`src/rtl/and_arb_pkg.sv`:
```
// rtl/and_arb_pkg.sv - shared types and default sizes for the AND-stage arbiter
package and_arb_pkg;

  localparam int DEF_NUM_REQ = 4;
  localparam int DEF_DATA_W  = 8;

  // Occupancy of the single-entry result register
  typedef enum logic {
    EMPTY = 1'b0,
    FULL  = 1'b1
  } out_state_t;

endpackage

```
`src/rtl/rr_pick.sv`:
```
// rtl/rr_pick.sv - combinational round-robin pick starting at a rotating pointer
module rr_pick #(
  parameter  int NUM_REQ = 4,
  localparam int ID_W    = $clog2(NUM_REQ)
) (
  input  logic [NUM_REQ-1:0] req,
  input  logic [ID_W-1:0]    rr_ptr,
  output logic [NUM_REQ-1:0] grant,
  output logic [ID_W-1:0]    grant_idx,
  output logic               any_grant
);

  logic [NUM_REQ-1:0]   hi_mask;
  logic [2*NUM_REQ-1:0] dbl_req;
  int                   sel;

  // Requests at or above the pointer sit in the low half, all requests in the
  // high half; the lowest set bit of the double vector is the round-robin winner.
  always_comb begin
    hi_mask   = '0;
    for (int i = 0; i < NUM_REQ; i++) begin
      hi_mask[i] = (i >= int'(rr_ptr));
    end
    dbl_req   = {req, req & hi_mask};
    sel       = 0;
    for (int i = 2*NUM_REQ-1; i >= 0; i--) begin
      if (dbl_req[i]) sel = i;
    end
    any_grant = |req;
    grant_idx = (sel >= NUM_REQ) ? ID_W'(sel - NUM_REQ) : ID_W'(sel);
    grant     = '0;
    if (any_grant) grant[grant_idx] = 1'b1;
  end

endmodule

```
`src/rtl/and_reg_rr_arbiter.sv`:
```
// rtl/and_reg_rr_arbiter.sv - round-robin shared registered AND stage with valid/ready result
module and_reg_rr_arbiter
  import and_arb_pkg::*;
#(
  parameter  int NUM_REQ = DEF_NUM_REQ,
  parameter  int DATA_W  = DEF_DATA_W,
  localparam int ID_W    = $clog2(NUM_REQ)
) (
  input  logic                      clk,
  input  logic                      reset,
  input  logic [NUM_REQ-1:0]        req_valid,
  output logic [NUM_REQ-1:0]        req_ready,
  input  logic [NUM_REQ*DATA_W-1:0] req_a,
  input  logic [NUM_REQ*DATA_W-1:0] req_b,
  output logic                      res_valid,
  input  logic                      res_ready,
  output logic [DATA_W-1:0]         res_data,
  output logic [ID_W-1:0]           res_id,
  output logic                      busy
);

  out_state_t          state;
  logic [ID_W-1:0]     rr_ptr;
  logic [ID_W-1:0]     next_ptr;
  logic [NUM_REQ-1:0]  pick_onehot;
  logic [ID_W-1:0]     pick_idx;
  logic                any_req;
  logic                can_accept;
  logic                grant;
  logic [DATA_W-1:0]   a_sel;
  logic [DATA_W-1:0]   b_sel;

  rr_pick #(.NUM_REQ(NUM_REQ)) u_pick (
    .req       (req_valid),
    .rr_ptr    (rr_ptr),
    .grant     (pick_onehot),
    .grant_idx (pick_idx),
    .any_grant (any_req)
  );

  // Accept when the result register is free or being drained this cycle; never during reset
  always_comb begin
    can_accept = (state == EMPTY) | res_ready;
    grant      = any_req & can_accept & ~reset;
    req_ready  = grant ? pick_onehot : '0;
    a_sel      = req_a[pick_idx*DATA_W +: DATA_W];
    b_sel      = req_b[pick_idx*DATA_W +: DATA_W];
    next_ptr   = (pick_idx == ID_W'(NUM_REQ-1)) ? '0 : pick_idx + ID_W'(1);
    busy       = res_valid | (|req_valid);
  end

  // Output-register FSM, rotation pointer and AND stage
  always_ff @(posedge clk) begin
    if (reset) begin
      state     <= EMPTY;
      res_valid <= 1'b0;
      res_data  <= '0;
      res_id    <= '0;
      rr_ptr    <= '0;
    end else begin
      case (state)
        EMPTY: begin
          if (grant) begin
            state     <= FULL;
            res_valid <= 1'b1;
          end
        end
        FULL: begin
          if (res_ready && !grant) begin
            state     <= EMPTY;
            res_valid <= 1'b0;
          end
        end
        default: begin
          state     <= EMPTY;
          res_valid <= 1'b0;
        end
      endcase
      if (grant) begin
        res_data <= a_sel & b_sel;
        res_id   <= pick_idx;
        rr_ptr   <= next_ptr;
      end
    end
  end

endmodule

```
`config.mk`:
```
export PLATFORM = sky130hd
export DESIGN_NAME = and_reg_rr_arbiter
export DESIGN_NICKNAME = d
export VERILOG_FILES = /design/src/rtl/and_arb_pkg.sv /design/src/rtl/rr_pick.sv /design/src/rtl/and_reg_rr_arbiter.sv
export SDC_FILE = /design/constraint.sdc
export NUM_CORES = 1
export LEC_CHECK = 0
export CAP_MARGIN = 40
export CORE_ASPECT_RATIO = 1.4
export CORE_MARGIN = 2
export CORE_UTILIZATION = 34
export DETAILED_ROUTE_END_ITERATION = 6
export PLACE_DENSITY = 0.83
export SYNTH_ARGS = -nofsm -noshare
export SYNTH_HDL_FRONTEND = slang
export SYNTH_SLANG_ARGS = --single-unit
```
`constraint.sdc`:
```
create_clock -name clk -period 4.84 [get_ports clk]
set_input_delay 1.452 -clock clk [delete_from_list [all_inputs] [get_ports clk]]
set_output_delay 1.452 -clock clk [all_outputs]
set_load 0.03 [all_outputs]
```
==> reports/qor.yml, run 1 <==
routabilityCongestion: 0.898
final_util_pct: 68.5
post_cts_buffers: 0
drtIter0Drc: 35
path_class: "input pin to primary output"
hp-class: "flop to flop"
grt_usage_pct: 23.4
setup_viol: 0
postRouteAntennaNets: 0
p_leak_nw: 0.781
final_hold_viol_count: 0
rsz0062_at_grt: "no"
io_pins: 87
fin_skew_ps: 3.84
viasPerCell: 5.41
die_area_sq_um: 3430
dpl.hpwl_mm: 3.39
max_stage_delay_ps: 530
drive_above_1_share_pct: 10.0
powerDensity_nw_per_um2: 234
max_slew_margin_pct: 56.5
cpMaxStageDelayCell: "clkdlybuf4s50_1"
finalPower_mw: 0.456
synth_fp_nets: 192
cts_resized: 0
fmax_ghz: 0.213
portBuffers: 86
fin_tns_setup_ps: 0
yosysWarnings: 0
min_period_over_period_pct: 97.2
path_cells: "clkdlybuf4s50_1, nand2b_1, o211a_1, nor2_4, inv_4, ha_1, and2_1, buf_4"
grt_max_degree: 12
fp.dieW_microns: 50.1
path_clk_slew_ps: 60
drv_cap: 0
drv_slew: 0
cp.arrival_ps: 3250
routed_wl_mm: 4.10
grt_pass1_vias: 1317
ir_worst_vdd_mv: 0.201
cp_data_required_time_ps: 3390
fin_crit_ps: 4700
ys_types: 33
wl_per_cell_microns: 16.7
ys_ff_latch: 14
first_pass_iters: 4
fin_nets: 282
synth_edf_count: 0
drc: 0
cts-root-buf: "clkbuf_8"
yosys_most_used_dff: "dfxtp_1"
critPathCaptureType: "primary output"
cts_tree: "built"
worst_slew_pin_slew_ps: 650
h-tree-depth: 1
crit_fanout: 11
synth_cells: 120
place_area_sq_um: 1900
cts_hold_buf: 0
row_count: 23
num_vias: 1330
overflow: 0
status: "complete, no violations"
synthArstFlopShare_pct: 0
cp-start-kind: "input pin"
die_h_microns: 68.5
start_util_pct: 35.5
timing.hold.ws_ps: 513
core-area_sq_um: 2850
synth-seq-area-share_pct: 27.7
clkSinkCount: 14
clkLatencyLatePin_ps: 250
final_area_sq_um: 1950
area_growth_pct: 92.9
avgSynthCellArea_sq_um: 8.42
cts_buffers: 3
antenna_found_initial: 0
num_antenna_cells: 0
grt_pass1_wl_mm: 6.06
synth.cell_area_sq_um: 1010
cts_buffer_depth: 2
final cells by class:
type / instances / area, sq um
fill: 207 / 898
timing repair buffer: 90 / 881
multi-input combinational: 98 / 674
sequential: 14 / 280
clock buffer: 4 / 55.1
tap: 37 / 46.3
inverter: 3 / 13.8
through the flow:
step	setup WS [ps]	instances
global route	73.2	246
floorplan	688	120
global placement	247	242
detailed placement	158	242
finish	135	246
CTS	150	246
path summary, 6_finish.rpt:
kind	from	end	slack [ps]	cells after the start
worst min register to register	res_data[5]	res_data[5]	510	1
worst max register to register	rr_ptr[1]	res_data[7]	3120	6
worst min-delay path	res_data[5]	res_data[5]	510	1
worst max-delay path	req_valid[1]	req_ready[0]	140	8
placed cells by master (no fill, tap or decap), types with 2 or more instances in the layout:
cell / synthesis / layout
a21oi_1: 11 / 11
a221o_1: 8 / 8
and2_1: 3 / 3
and3_1: 2 / 2
buf_4: 1 / 8
clkbuf_8: 0 / 4
clkdlybuf4s50_1: 0 / 82
dfxtp_1: 14 / 14
inv_1: 2 / 2
mux2i_1: 11 / 11
nand2_1: 17 / 17
nand2b_1: 4 / 4
nand4_1: 8 / 8
nor2_1: 8 / 8
nor2b_1: 2 / 2
nor3_2: 2 / 2
o211ai_1: 9 / 9
cells by family (layout without fill, tap and decap cells):
logic type                 count (synthesis)  count (layout)  share of synthesized area (%)
adders and majority gates                  1               1                           1.24
muxes                                     11              11                           10.9
AOI/OAI and AO/OA                         35              35                           26.1
DFF                                       14              14                           27.7
and+or+nand+nor                           51              51                           28.5
buffers and inverters                      8              97                           5.57
metal layers:
metal	up-vias	routed length, microns	GRT usage (%)
li1	635	-	-
met1	604	1630	27.1
met2	80	1980	40.6
met3	11	407	6.03
met4	0	80	10.1
met5	-	0	0
Yosys cell counts (2+ instances only):
cell type  number  area (sq um)
a21oi_1        11          55.1
a221o_1         8          80.1
and2_1          3          18.8
and3_1          2          12.5
dfxtp_1        14           280
inv_1           2          7.51
mux2i_1        11           110
nand2_1        17          63.8
nand2b_1        4          25.0
nand4_1         8          50.1
nor2_1          8          30.0
nor2b_1         2          12.5
nor3_2          2          20.0
o211ai_1        9          67.6
report_power, final:
part           leakage [nW]  switching, mW  internal [mW]
Combinational         0.637         0.0937          0.108
Clock                0.0288         0.0438         0.0721
Sequential            0.115         0.0100          0.128
Total                 0.781          0.148          0.308
flip-flops by register name, summed over array words and instances (netlist names):
register and cells:
res_valid 1, state 1, res_id 2, res_data 8, rr_ptr 2
worst max-delay path: cells and delay by family:
family                   cells  cell delay (ps)
adder cells (fa/ha/maj)      1              180
buffers and inverters        3              800
AO/OA/AOI/OAI                1              280
AND/OR/NAND/NOR              3              540
(Power assumes the default switching activity.)
==> inputs of run 2 (changes only) <==
- HOLD_SLACK_MARGIN: default -> 0.02
- PLACE_DENSITY: 0.83 -> 0.86
==> reports/qor.yml, run 2 (same netlist as run 1, synthesis figures left out) <==
largest_register: "res_data"
cts_buffers: 3
h-tree-depth: 1
drive_above_1_share_pct: 9.18
routabilityCongestion: 0.763
path_class: "input pin to primary output"
place_area_sq_um: 1890
post_cts_buffers: 0
final_area_sq_um: 1930
switching_share_pct: 33.2
area_growth_pct: 90.8
drv_slew: 0
cts_hold_buf: 0
wl_per_cell_microns: 15.4
fp.dieW_microns: 50.1
num_antenna_cells: 0
rsz0062_at_grt: "no"
powerDensity_nw_per_um2: 225
fin_tns_setup_ps: 0
power_switching_mw: 0.145
final_hold_viol_count: 0
finalPower_mw: 0.435
row_count: 23
p_leak_nw: 0.769
stdcell_count: 244
final_cell_mix: "clkdlybuf4s50_1 (82), nand2_1 (17), dfxtp_1 (14)"
cp_data_required_time_ps: 3390
die_area_sq_um: 3430
worst_slew_pin_slew_ps: 699
clkSinkCount: 14
min_period_over_period_pct: 96.5
cts_resized: 0
die_h_microns: 68.5
p_comb_share_pct: 46.6
ir_worst_vdd_mv: 0.240
antenna_found_initial: 0
hp-class: "flop to flop"
p_clk_share_pct: 21.9
grt_pass1_vias: 1274
drtIter0Drc: 27
cts_tree: "built"
viasPerCell: 5.28
final_util_pct: 67.7
status: "complete, no violations"
internal-power_mw: 0.291
num_vias: 1288
path_clk_slew_ps: 50
fmax_ghz: 0.214
routed_wl_mm: 3.76
fin_nets: 281
portBuffers: 86
largest_reg_flops: 8
setup_viol: 0
cts-root-buf: "clkbuf_8"
fin_crit_ps: 4670
drv_cap: 0
overflow: 0
reg.largest.list: "res_data x8, res_id x2, rr_ptr x2"
core-area_sq_um: 2850
max_slew_margin_pct: 53.3
grt_max_degree: 12
crit_fanout: 11
postRouteAntennaNets: 0
critPathCaptureType: "primary output"
cts_buffer_depth: 2
grt_pass1_wl_mm: 5.73
cp.arrival_ps: 3220
hold_path_depth: 1
clkLatencyLatePin_ps: 240
start_util_pct: 35.5
fin_skew_ps: 2.17
cp-start-kind: "input pin"
dpl.hpwl_mm: 3.08
drc: 0
p_seq_share_pct: 31.4
r2r_cells: 5
dp.cells: 241
final_common_cell: "clkdlybuf4s50_1"
first_pass_iters: 7
io_pins: 87
grt_usage_pct: 22.2
==> run 2: cell type report <==
class | instances | area (sq um)
fill | 221 | 920
timing repair buffer | 89 | 873
multi-input combinational | 98 | 674
sequential | 14 | 280
tap | 37 | 46.3
clock buffer | 3 | 41.3
inverter | 3 | 13.8
==> run 2: routing by layer <==
layer / GRT usage [%] / vias to the layer above / part of all wire [%]
li1: - / 629 / -
met1: 22.3 / 587 / 36
met2: 43.1 / 64 / 53
met3: 5.82 / 8 / 7.8
met4: 8.68 / 0 / 2.6
met5: 0 / - / 0
==> run 2: worst max-delay path, cell delays in order <==
cell and delay [ps]:
clkdlybuf4s50_1 550, nor2b_1 230, o21ba_2 310, nor2_4 70, inv_4 160, ha_1 170, and2_1 110, buf_4 150
==> run 2: power groups by stage <==
stage               sequential, mW  combinational, mW  clock, mW
floorplan                    0.156             0.0884          0
detailed placement           0.139              0.203          0
finish                       0.137              0.203     0.0954
global placement             0.139              0.198          0
CTS                          0.137              0.204     0.0961
global route                 0.139              0.218      0.101
==> run 2: stage by stage <==
step                hold slack (ps)  setup WS [ps]
floorplan                       463            688
global placement                472            253
detailed placement              475            139
CTS                             494            146
global route                    510           41.7
finish                          499            170
==> run 2: final timing paths <==
path | start | end | slack, ps
max | req_valid[0] | req_ready[0] | 170
min | res_data[0] | res_data[0] | 500
max reg2reg | rr_ptr[1] | res_data[2] | 2980
min reg2reg | res_data[0] | res_data[0] | 500
==> inputs of run 3 (changes only) <==
- CAP_MARGIN: 40 -> 20
- CORE_UTILIZATION: 34 -> 35
- SYNTH_HIERARCHICAL: default -> 1
==> reports/qor.yml, run 3 <==
grt_max_degree: 33
synth_top_area_share_pct: 25.9
largest_reg_flops: 8
synth-seq-area-share_pct: 25.9
path_clk_slew_ps: 60
path_class: "input pin to primary output"
hold_path_depth: 2
min_period_over_period_pct: 89.7
grt_pass1_wl_mm: 6.07
dpl.hpwl_mm: 2.85
fp.dieW_microns: 51.0
final_hold_viol_count: 0
start_util_pct: 37.2
p_leak_nw: 0.754
yosysMostFrequentCell: "a21oi_1"
whs_endpoint: "res_id[0]"
rr_startpoint: "rr_ptr[1]"
routabilityCongestion: 0.790
worst_slew_pin_slew_ps: 523
fin_nets: 311
ir_worst_vdd_mv: 0.151
overflow: 0
drv_cap: 0
h-tree-depth: 1
avgSynthCellArea_sq_um: 7.17
wl_per_cell_microns: 12.6
cts_hold_buf: 0
max_slew_margin_pct: 64.9
clkLatencyLatePin_ps: 240
fin_tns_setup_ps: 0
cts-root-buf: "clkbuf_8"
die_h_microns: 69.8
drtIter0Drc: 29
num_vias: 1456
drv_slew: 0
fmax_ghz: 0.230
drc: 0
core-area_sq_um: 2910
io_pins: 87
final_area_sq_um: 2020
rsz0062_at_grt: "no"
crit_fanout: 8
cp_data_required_time_ps: 3390
largest_register: "res_data"
viasPerCell: 5.31
cp.arrival_ps: 2890
grt_pass1_vias: 1430
status: "complete, no violations"
clkSinkCount: 14
place_area_sq_um: 1980
synth_cells: 151
area_growth_pct: 87.1
hp-start: "res_id[0]"
r2r_setup_slack_ps: 2690
ys_ff_latch: 14
critPathCaptureType: "primary output"
grt_usage_pct: 21.0
routed_wl_mm: 3.46
reg.largest.list: "res_data x8, res_id x2, rr_ptr x2"
yosys_most_used_dff: "dfxtp_1"
final_cell_mix: "clkdlybuf4s50_1 (82), a21oi_1 (21), nand3_1 (20)"
antenna_found_initial: 0
ys_types: 27
synth_edf_count: 0
final_common_cell: "clkdlybuf4s50_1"
post_cts_buffers: 0
num_antenna_cells: 0
fin_crit_ps: 4340
first_pass_iters: 4
setup_viol: 0
yosysWarnings: 6
finalPower_mw: 0.439
fin_skew_ps: 3.46
cts_buffer_depth: 2
row_count: 23
r2r_cells: 6
synth_fp_nets: 223
portBuffers: 86
yosys-top-cells-count: "a21oi_1 (21), nand3_1 (20), nand2_1 (19)"
cts_resized: 0
cts_buffers: 3
cp-start-kind: "input pin"
reg2reg_to: "res_data[2]"
powerDensity_nw_per_um2: 217
synthArstFlopShare_pct: 0
final_util_pct: 69.7
die_area_sq_um: 3560
postRouteAntennaNets: 0
cts_tree: "built"
yosysTopAreaCell: "dfxtp_1"
hp-class: "flop to flop"
synth.cell_area_sq_um: 1080
synth_area_leaders: "dfxtp_1 (26%), a21oi_1 (9.7%), nand3_1 (9.2%), a221o_1 (7.4%), o21ai_1 (7.4%)"
drive_above_1_share_pct: 8.86
run 3: cell count changes after synthesis, moves of 6 or more:
cell      previous run  this run
mux2i_1             11         0
o21ai_0              1         7
o21ai_1              0        16
nand3_1              0        20
nand4_1              8         0
o211ai_1             9         0
a21oi_1             11        21
nand2b_1             4        12
run 3: critical path: stages:
cell and delay [ps]:
clkdlybuf4s50_1 630, nor3_1 80, nand2_1 70, clkdlybuf4s50_1 660
run 3: logic make-up after synthesis:
group                      after synthesis  share of synthesized area (%)
AOI/OAI and AO/OA                       58                           33.3
adders and majority gates                1                           1.16
and+or+nand+nor                         66                           34.9
buffers and inverters                   12                           4.74
DFF                                     14                           25.9
run 3: through the flow:
| stage | setup WS [ps] | std cells | hold WS (ps) |
|---|---|---|---|
| 2_1_floorplan | 696 | 151 | 477 |
| 3_3_place_gp | 529 | 271 | 464 |
| 3_5_place_dp | 496 | 271 | 476 |
| 4_1_cts | 502 | 274 | 485 |
| 5_1_grt | 379 | 274 | 520 |
| 6_report | 499 | 274 | 484 |
run 3: worst max path at each step:
stage                 startpoint  cells past startpoint           end
finish              req_valid[0]                      4          busy
CTS                 req_valid[0]                      4          busy
detailed placement  req_valid[0]                      4          busy
global placement    req_valid[0]                      4          busy
floorplan           req_valid[1]                      5  req_ready[0]
global route        req_valid[2]                      6  req_ready[0]
run 3: layer usage:
layer	GRT usage (%)	part of all wire [%]	wire length, microns
met1	22.6	38	1330
met2	40.5	55	1900
met3	4.53	6.3	219
met4	3.30	0.35	12
met5	0	0	0
run 3: final cells by class:
cell class	count	area, sq um
well taps	37	46.3
repair buffers	90	881
flip-flops and latches	14	280
multi-input cells	125	757
fillers	256	882
inverters	5	18.8
clock buffers	3	41.3
run 3: where the power goes:
| group | switching (mW) | internal [mW] |
|---|---|---|
| Clock | 0.0376 | 0.0548 |
| Combinational | 0.0972 | 0.109 |
| Sequential | 0.0113 | 0.128 |
